===== src/rtl/edge_det_pkg.sv =====
// ---------------------------------------------------------------------------
// edge_det_pkg
// Shared definitions for the multi-channel edge detector:
//   - per-channel mode encodings (bit 0 enables rising, bit 1 enables falling)
//   - clog2 constant function used to size the debounce counters
// ---------------------------------------------------------------------------
package edge_det_pkg;

    localparam logic [1:0] EDGE_OFF  = 2'b00;
    localparam logic [1:0] EDGE_RISE = 2'b01;
    localparam logic [1:0] EDGE_FALL = 2'b10;
    localparam logic [1:0] EDGE_BOTH = 2'b11;

    // Ceiling log2; clog2(0) = clog2(1) = 0.
    function automatic int clog2(input int unsigned value);
        int          result;
        int unsigned rem;
        result = 0;
        if (value > 1) begin
            rem = value - 1;
            while (rem > 0) begin
                result = result + 1;
                rem    = rem >> 1;
            end
        end
        return result;
    endfunction

endpackage : edge_det_pkg


===== src/rtl/edge_det_chan.sv =====
// ---------------------------------------------------------------------------
// edge_det_chan
// One detector channel: optional synchroniser chain, stable-count debounce,
// level / delayed-level flops, rise/fall pulses, mode-masked event pulse and
// (with EDGE_DET_STICKY_EN defined) a sticky event flag.
//
// Configuration macro: EDGE_DET_STICKY_EN
//   defined   -> flag sets on evt, clears on clr, set wins on a tie
//   undefined -> clr ignored, flag tied to 0, no flag flop
//
// Ports
//   clk    in   system clock, rising edge
//   rst_n  in   asynchronous active-low reset
//   data   in   raw channel input (may be asynchronous)
//   mode   in   [0] report rising edges, [1] report falling edges
//   clr    in   sticky-flag clear
//   level  out  synchronised, debounced level
//   pos    out  one-cycle pulse on level 0->1
//   neg    out  one-cycle pulse on level 1->0
//   evt    out  pos/neg masked by mode
//   flag   out  sticky event flag
// ---------------------------------------------------------------------------
module edge_det_chan
    import edge_det_pkg::*;
#(
    parameter int SYNC_STG = 2,
    parameter int DB_CYC   = 0
) (
    input  logic       clk,
    input  logic       rst_n,
    input  logic       data,
    input  logic [1:0] mode,
    input  logic       clr,
    output logic       level,
    output logic       pos,
    output logic       neg,
    output logic       evt,
    output logic       flag
);

    // DB_CYC of 0 and 1 both mean "accept a change after one stable sample".
    localparam int DB_EFF    = (DB_CYC < 1) ? 1 : DB_CYC;
    localparam int CNT_W_RAW = clog2(DB_CYC + 1);
    localparam int CNT_W     = (CNT_W_RAW < 1) ? 1 : CNT_W_RAW;
    localparam logic [CNT_W-1:0] CNT_LAST = CNT_W'(DB_EFF - 1);

    logic             synced;
    logic [CNT_W-1:0] cnt;
    logic             level_q;
    logic             level_d1;

    generate
        if (SYNC_STG == 0) begin : g_nosync
            assign synced = data;
        end else begin : g_sync
            logic [SYNC_STG-1:0] sync_q;

            always_ff @(posedge clk or negedge rst_n) begin
                if (!rst_n) begin
                    sync_q <= '0;
                end else begin
                    sync_q[0] <= data;
                    for (int k = 1; k < SYNC_STG; k++) begin
                        sync_q[k] <= sync_q[k-1];
                    end
                end
            end

            assign synced = sync_q[SYNC_STG-1];
        end
    endgenerate

    // The counter only runs while synced disagrees with level, and is cleared
    // both on acceptance and on any return to agreement, so it can never wrap
    // and a short excursion leaves no residue.
    always_ff @(posedge clk or negedge rst_n) begin
        if (!rst_n) begin
            cnt     <= '0;
            level_q <= 1'b0;
        end else if (synced == level_q) begin
            cnt <= '0;
        end else if (cnt == CNT_LAST) begin
            level_q <= synced;
            cnt     <= '0;
        end else begin
            cnt <= cnt + CNT_W'(1);
        end
    end

    always_ff @(posedge clk or negedge rst_n) begin
        if (!rst_n) begin
            level_d1 <= 1'b0;
        end else begin
            level_d1 <= level_q;
        end
    end

    // Pulses decode two flops only, so they are glitch-free.
    assign level = level_q;
    assign pos   = level_q & ~level_d1;
    assign neg   = ~level_q & level_d1;
    assign evt   = (mode[0] & pos) | (mode[1] & neg);

`ifdef EDGE_DET_STICKY_EN
    logic flag_q;

    always_ff @(posedge clk or negedge rst_n) begin
        if (!rst_n) begin
            flag_q <= 1'b0;
        end else if (evt) begin
            flag_q <= 1'b1;
        end else if (clr) begin
            flag_q <= 1'b0;
        end
    end

    assign flag = flag_q;
`else
    logic unused_clr;
    assign unused_clr = clr;
    assign flag       = 1'b0;
`endif

endmodule : edge_det_chan


===== src/rtl/edge_detect_multi.sv =====
// ---------------------------------------------------------------------------
// edge_detect_multi
// Multi-channel synchronise / debounce / edge-detect block. Each channel is
// an independent edge_det_chan; simultaneous events on several channels all
// report in the same cycle.
//
// Configuration macro: EDGE_DET_STICKY_EN
//   defined   -> per-channel sticky flags in oFlag, oIrq = |oFlag
//   undefined -> iClr ignored, oFlag and oIrq tied to 0
//
// Parameters
//   CH        number of channels (1..32)
//   SYNC_STG  synchroniser flops per channel (0..4), 0 = already synchronous
//   DB_CYC    stable cycles before the level changes (0..65535), 0 == 1
//
// Ports
//   clk     in   system clock, rising edge
//   rst_n   in   asynchronous active-low reset
//   iData   in   [CH]    raw channel inputs
//   iMode   in   [2*CH]  per-channel mode: 00 off, 01 rise, 10 fall, 11 both
//   oLevel  out  [CH]    synchronised, debounced level
//   oPos    out  [CH]    one-cycle pulse on oLevel 0->1
//   oNeg    out  [CH]    one-cycle pulse on oLevel 1->0
//   oEdge   out  [CH]    oPos/oNeg masked by iMode
//   iClr    in   [CH]    sticky-flag clear
//   oFlag   out  [CH]    sticky event flags
//   oIrq    out          OR of oFlag
// ---------------------------------------------------------------------------
module edge_detect_multi
    import edge_det_pkg::*;
#(
    parameter int CH       = 4,
    parameter int SYNC_STG = 2,
    parameter int DB_CYC   = 0
) (
    input  logic            clk,
    input  logic            rst_n,
    input  logic [CH-1:0]   iData,
    input  logic [2*CH-1:0] iMode,
    output logic [CH-1:0]   oLevel,
    output logic [CH-1:0]   oPos,
    output logic [CH-1:0]   oNeg,
    output logic [CH-1:0]   oEdge,
    input  logic [CH-1:0]   iClr,
    output logic [CH-1:0]   oFlag,
    output logic            oIrq
);

    generate
        for (genvar i = 0; i < CH; i++) begin : g_ch
            edge_det_chan #(
                .SYNC_STG (SYNC_STG),
                .DB_CYC   (DB_CYC)
            ) u_chan (
                .clk   (clk),
                .rst_n (rst_n),
                .data  (iData[i]),
                .mode  (iMode[2*i +: 2]),
                .clr   (iClr[i]),
                .level (oLevel[i]),
                .pos   (oPos[i]),
                .neg   (oNeg[i]),
                .evt   (oEdge[i]),
                .flag  (oFlag[i])
            );
        end
    endgenerate

`ifdef EDGE_DET_STICKY_EN
    assign oIrq = |oFlag;
`else
    assign oIrq = 1'b0;
`endif

endmodule : edge_detect_multi


===== config.mk =====
export PLATFORM = sky130hd
export DESIGN_NAME = edge_detect_multi
export DESIGN_NICKNAME = d
export VERILOG_FILES = /design/src/rtl/edge_det_pkg.sv /design/src/rtl/edge_det_chan.sv /design/src/rtl/edge_detect_multi.sv
export SDC_FILE = /design/constraint.sdc
export NUM_CORES = 1
export LEC_CHECK = 0
export BUFFER_PORTS_ARGS = -buffer_cell sky130_fd_sc_hd__buf_2
export CORE_MARGIN = 2
export CORE_UTILIZATION = 23
export DETAILED_ROUTE_END_ITERATION = 6
export SKIP_CTS_REPAIR_TIMING = 1
export SLEW_MARGIN = 10
export SYNTH_ARGS = -nofsm -noshare
export SYNTH_HDL_FRONTEND = slang
export SYNTH_SLANG_ARGS = --single-unit

===== constraint.sdc =====
create_clock -name clk -period 1.3 [get_ports clk]
set_clock_uncertainty 0.2 [all_clocks]
set_input_delay 0.26 -clock clk [delete_from_list [all_inputs] [get_ports clk]]
set_output_delay 0.26 -clock clk [all_outputs]
set_load 0.05 [all_outputs]

[Yosys cells after proc, flatten, opt, wreduce, memory -nomap -nowiden]
Index checks and enable logic that the tools add are counted.
Cells by class
  add/subtract/negate cells: 4
  equal/unequal tests: 4
  mux-type cells: 8
  bitwise gates (word level): 36
  reductions and logical operators: 4
Operator list (number)
  1-bit bitwise AND: 16
  1-bit inverter: 16
  1-bit 2-to-1 mux: 8
  2-bit AND reduction: 4
  1-bit adder, second input constant: 4
  1-bit equality test: 4
  1-bit bitwise OR: 4
Storage, ports and cells
  bits in registers: 20
  input bits: 18
  output and inout bits: 21
  logic and storage cells: 72

[Logic depth before layout (Yosys ltp)]
  depth in word-level cells: 4
  mapped depth: 3

[By module]
From an unflattened synthesis, not the netlist that was laid out.
Unflattened totals
  cell total of the unflattened synthesis: 42
  area total of the unflattened synthesis: 556.8 sq um
Modules (own cells, without submodules)
  edge_det_chan: instances 4, cells each 10, area an instance 136.4 sq um, seq. area each 100.1 sq um
  edge_detect_multi: instances 1, cells each 2, area an instance 11.3 sq um, seq. area each 0.0 sq um

[Worst setup path before layout]
No wires, ideal clock.
  path kind: flip-flop to output port
  start point: reg g_ch[1].u_chan.level_q
  end point: out oEdge[1]
  arrival: 0.900 ns
  data required time: 0.840 ns
  setup slack: -0.060 ns
  stages on the path, launching flop included: 4
  path buffers: 1
  cells stage by stage: dfrtp_1 nor2b_1 a22o_1 buf_4
On the way
  elaborated cells on any way between the ends: 6
RTL lines
  from (decl): RTL line edge_det_chan.sv:49  | logic level_q;
  from (signal assigned): RTL line edge_det_chan.sv:83  | level_q <= synced;
  1-bit bitwise AND: RTL line edge_det_chan.sv:100  | assign pos = level_q & ~level_d1;
  net g_ch[1].u_chan.pos: RTL line edge_det_chan.sv:35  | output logic pos,
  1-bit bitwise AND: RTL line edge_det_chan.sv:102  | assign evt = (mode[0] & pos) | (mode[1] & neg);
  1-bit bitwise OR: RTL line edge_det_chan.sv:102
  to (decl): RTL line edge_detect_multi.sv:43  | output logic [CH-1:0] oEdge,
The timed path passes the listed nets, and every way through them passes these cells.

[Worst setup path after layout]
  start point: reg g_ch[0].u_chan.level_q
  end point: out oEdge[0]
On the way
  longest elaborated chain between the ends: 4
  elaborated cells on any way between the ends: 6
Ends and longest elaborated chain
  from (decl): RTL line edge_det_chan.sv:49
  from (signal assigned): RTL line edge_det_chan.sv:83
  1-bit inverter: RTL line edge_det_chan.sv:101  | assign neg = ~level_q & level_d1;
  1-bit bitwise AND: RTL line edge_det_chan.sv:101
  1-bit bitwise AND: RTL line edge_det_chan.sv:102
  1-bit bitwise OR (*): RTL line edge_det_chan.sv:102
Every way passes the cells marked *; elsewhere a longest branch is shown, timed or not.

==> flow_summary.ini <==
[floorplan]
dieArea_sq_um = 3350
core-area_sq_um = 2760
io_pins = 39
start_util_pct = 24.2
dieHeight_um = 57.8
core.rowCount = 19
dieWidth_um = 57.8

[power]
pwr-share-comb_pct = 23.1
switchingPower_uw = 322
power.share.switching_pct = 29.3
p_per_area_nw_per_um2 = 1260
p_seq_share_pct = 48.6
internal_power_uw = 778
leakagePower_uw = 0.000445
pwr-share-clk_pct = 28.2
power_uw = 1100
ir_worst_vdd_uv = 645

[sta]
setup_slack_ps = -377
setup_tns_ps = -3520
timing.final.crit_period_ps = 1680
setup_violations = 16
hold_ws_ps = 150
fmax_mhz = 596
rsz0062_at_grt = true
slew_viol_final = 0
fin_crit_sh_pct = 129
hold_viol_final = 0

[drt]
wl_um = 971
wl_per_cell_um = 9.43
wl_met1_um = 320
ant_nets = 0
vias = 368
top_layer = met3
drt_iter0_drc = 2
wl_met3_um = 93
firstDrtPassIters = 3
wl_met2_um = 557
via_per_inst = 3.57
drc = 0

[yosys]
syn_area_sq_um = 667
netlist-cell-type-count = 7
synth-seq-cells = 16
ys_seq_area_share_pct = 60.0
syn_inst = 54
yosys_warnings = 0
syn_area_per_cell_sq_um = 12.3

[min_path]
hold_depth = 0
min_path_type = reg2reg

[global_route]
grt_pass1_vias = 343
grt_use_total_pct = 5.96
grt_max_degree = 17
grt_pass1_wl_um = 1470
gr-total-overflow = 0
antenna_found_initial = 0

[placed_design]
dp.cells = 94
place_area_sq_um = 708
place.gp.congestion = 0.599
io_buffers = 29
dp_hpwl_um = 724

[clock_tree]
htree_num_levels = 1
cts_made_buffers = 3
clock_latency_ps = 270
tritoncts = built
clock_sinks = 16
clockBufferDepth = 2
clk_pin_slew_ps = 90
clock_tree.root_cell = clkbuf_4

[critical_path]
rr_worst_depth = 1
crit_type = reg2out
cp.required_ps = 840
start_kind = register
cp-end-kind = output port
arrival_ps = 1220
critPathMaxFanout = 4

[cells_and_area]
design_area_sq_um = 873
num_antenna_cells = 0
drive_gt1_share_pct = 52.8
area_growth_syn_to_layout_pct = 31.0
fillers = 281
fin_nets = 91
instances_no_fill = 103

[status]
violations = setup timing
status = finished with violations

[run]
drv_cap = 0
==> synth_stat cells <==
| cell type | number | area (sq um) |
|---|---|---|
| buf_4 | 21 | 158 |
| dfrtp_1 | 16 | 400 |
| a22o_1 | 4 | 35.0 |
| and2b_1 | 4 | 30.0 |
| clkbuf_1 | 4 | 15.0 |
| nor2b_1 | 4 | 25.0 |
| conb_1 | 1 | 3.75 |
==> flip-flops by register name, indices dropped and copies added (netlist names) <==
register	cells
g_ch.u_chan.g_sync.sync_q	8
g_ch.u_chan.level	4
g_ch.u_chan.level_d1	4
==> area by class of cell <==
cell class,instances,area (sq um),share of cell area [%]
Timing Repair Buffer,35,269,30.8
Clock buffer,4,36.3,4.15
Sequential cell,16,400,45.8
Tap cell,31,38.8,4.44
Multi-Input combinational cell,17,129,14.8
==> power groups by stage <==
stage,combinational (uW),sequential (uW),clock [uW]
after detailed placement,213,544,0
final,254,535,311
after floorplan,217,541,0
after global placement,212,543,0
after CTS,214,534,329
after global routing,265,540,364
==> kinds of logic after synthesis <==
| logic type | Yosys count | synth area share [%] |
|---|---|---|
| buffers and inverters | 25 | 25.9 |
| DFF | 16 | 60.0 |
| AOI/OAI and AO/OA | 4 | 5.25 |
| and+or+nand+nor | 8 | 8.25 |
| other | 1 | 0.562 |
==> per-layer routing <==
layer / global-route usage [%] / vias up
met4: 0.997 / 0
li1: - / 176
met1: 5.97 / 172
met3: 4.02 / 0
met2: 10.4 / 20
met5: 0 / -
==> path summary, 6_finish.rpt <==
check,startpoint,slack [ps],endpoint
worst max register to register,g_ch[1].u_chan.level,470,g_ch[1].u_chan.level_d1
worst min-delay path,g_ch[1].u_chan.g_sync.sync_q[1],150,g_ch[1].u_chan.level
max in group asynchronous,rst_n,440,g_ch[0].u_chan.level
worst max-delay path,g_ch[0].u_chan.level,-380,oEdge[0]
worst min register to register,g_ch[1].u_chan.g_sync.sync_q[1],150,g_ch[1].u_chan.level
min in group asynchronous,rst_n,210,g_ch[3].u_chan.level_d1
==> per-stage QoR <==
step	util, %	setup slack, ps
6_report	31.7	-377
4_1_cts	27.0	-453
3_5_place_dp	25.7	-128
5_1_grt	31.7	-456
3_3_place_gp	25.7	-122
2_1_floorplan	-	-34.8
==> placed cells by master, fill, tap and decap left out, drive strengths merged <==
| cell | instances |
|---|---|
| conb | 5 |
| buf | 30 |
| dfrtp | 16 |
| clkbuf | 4 |
| a22o | 4 |
| and2b | 4 |
| nor2b | 4 |
| dlygate4sd3 | 5 |
==> critical path, cell delays in order, from the launching register on <==
cell	delay, ps
dfrtp_1	410
and2b_1	190
a22o_1	190
buf_6	150
No activity file was read; power rests on OpenSTA's default activity.
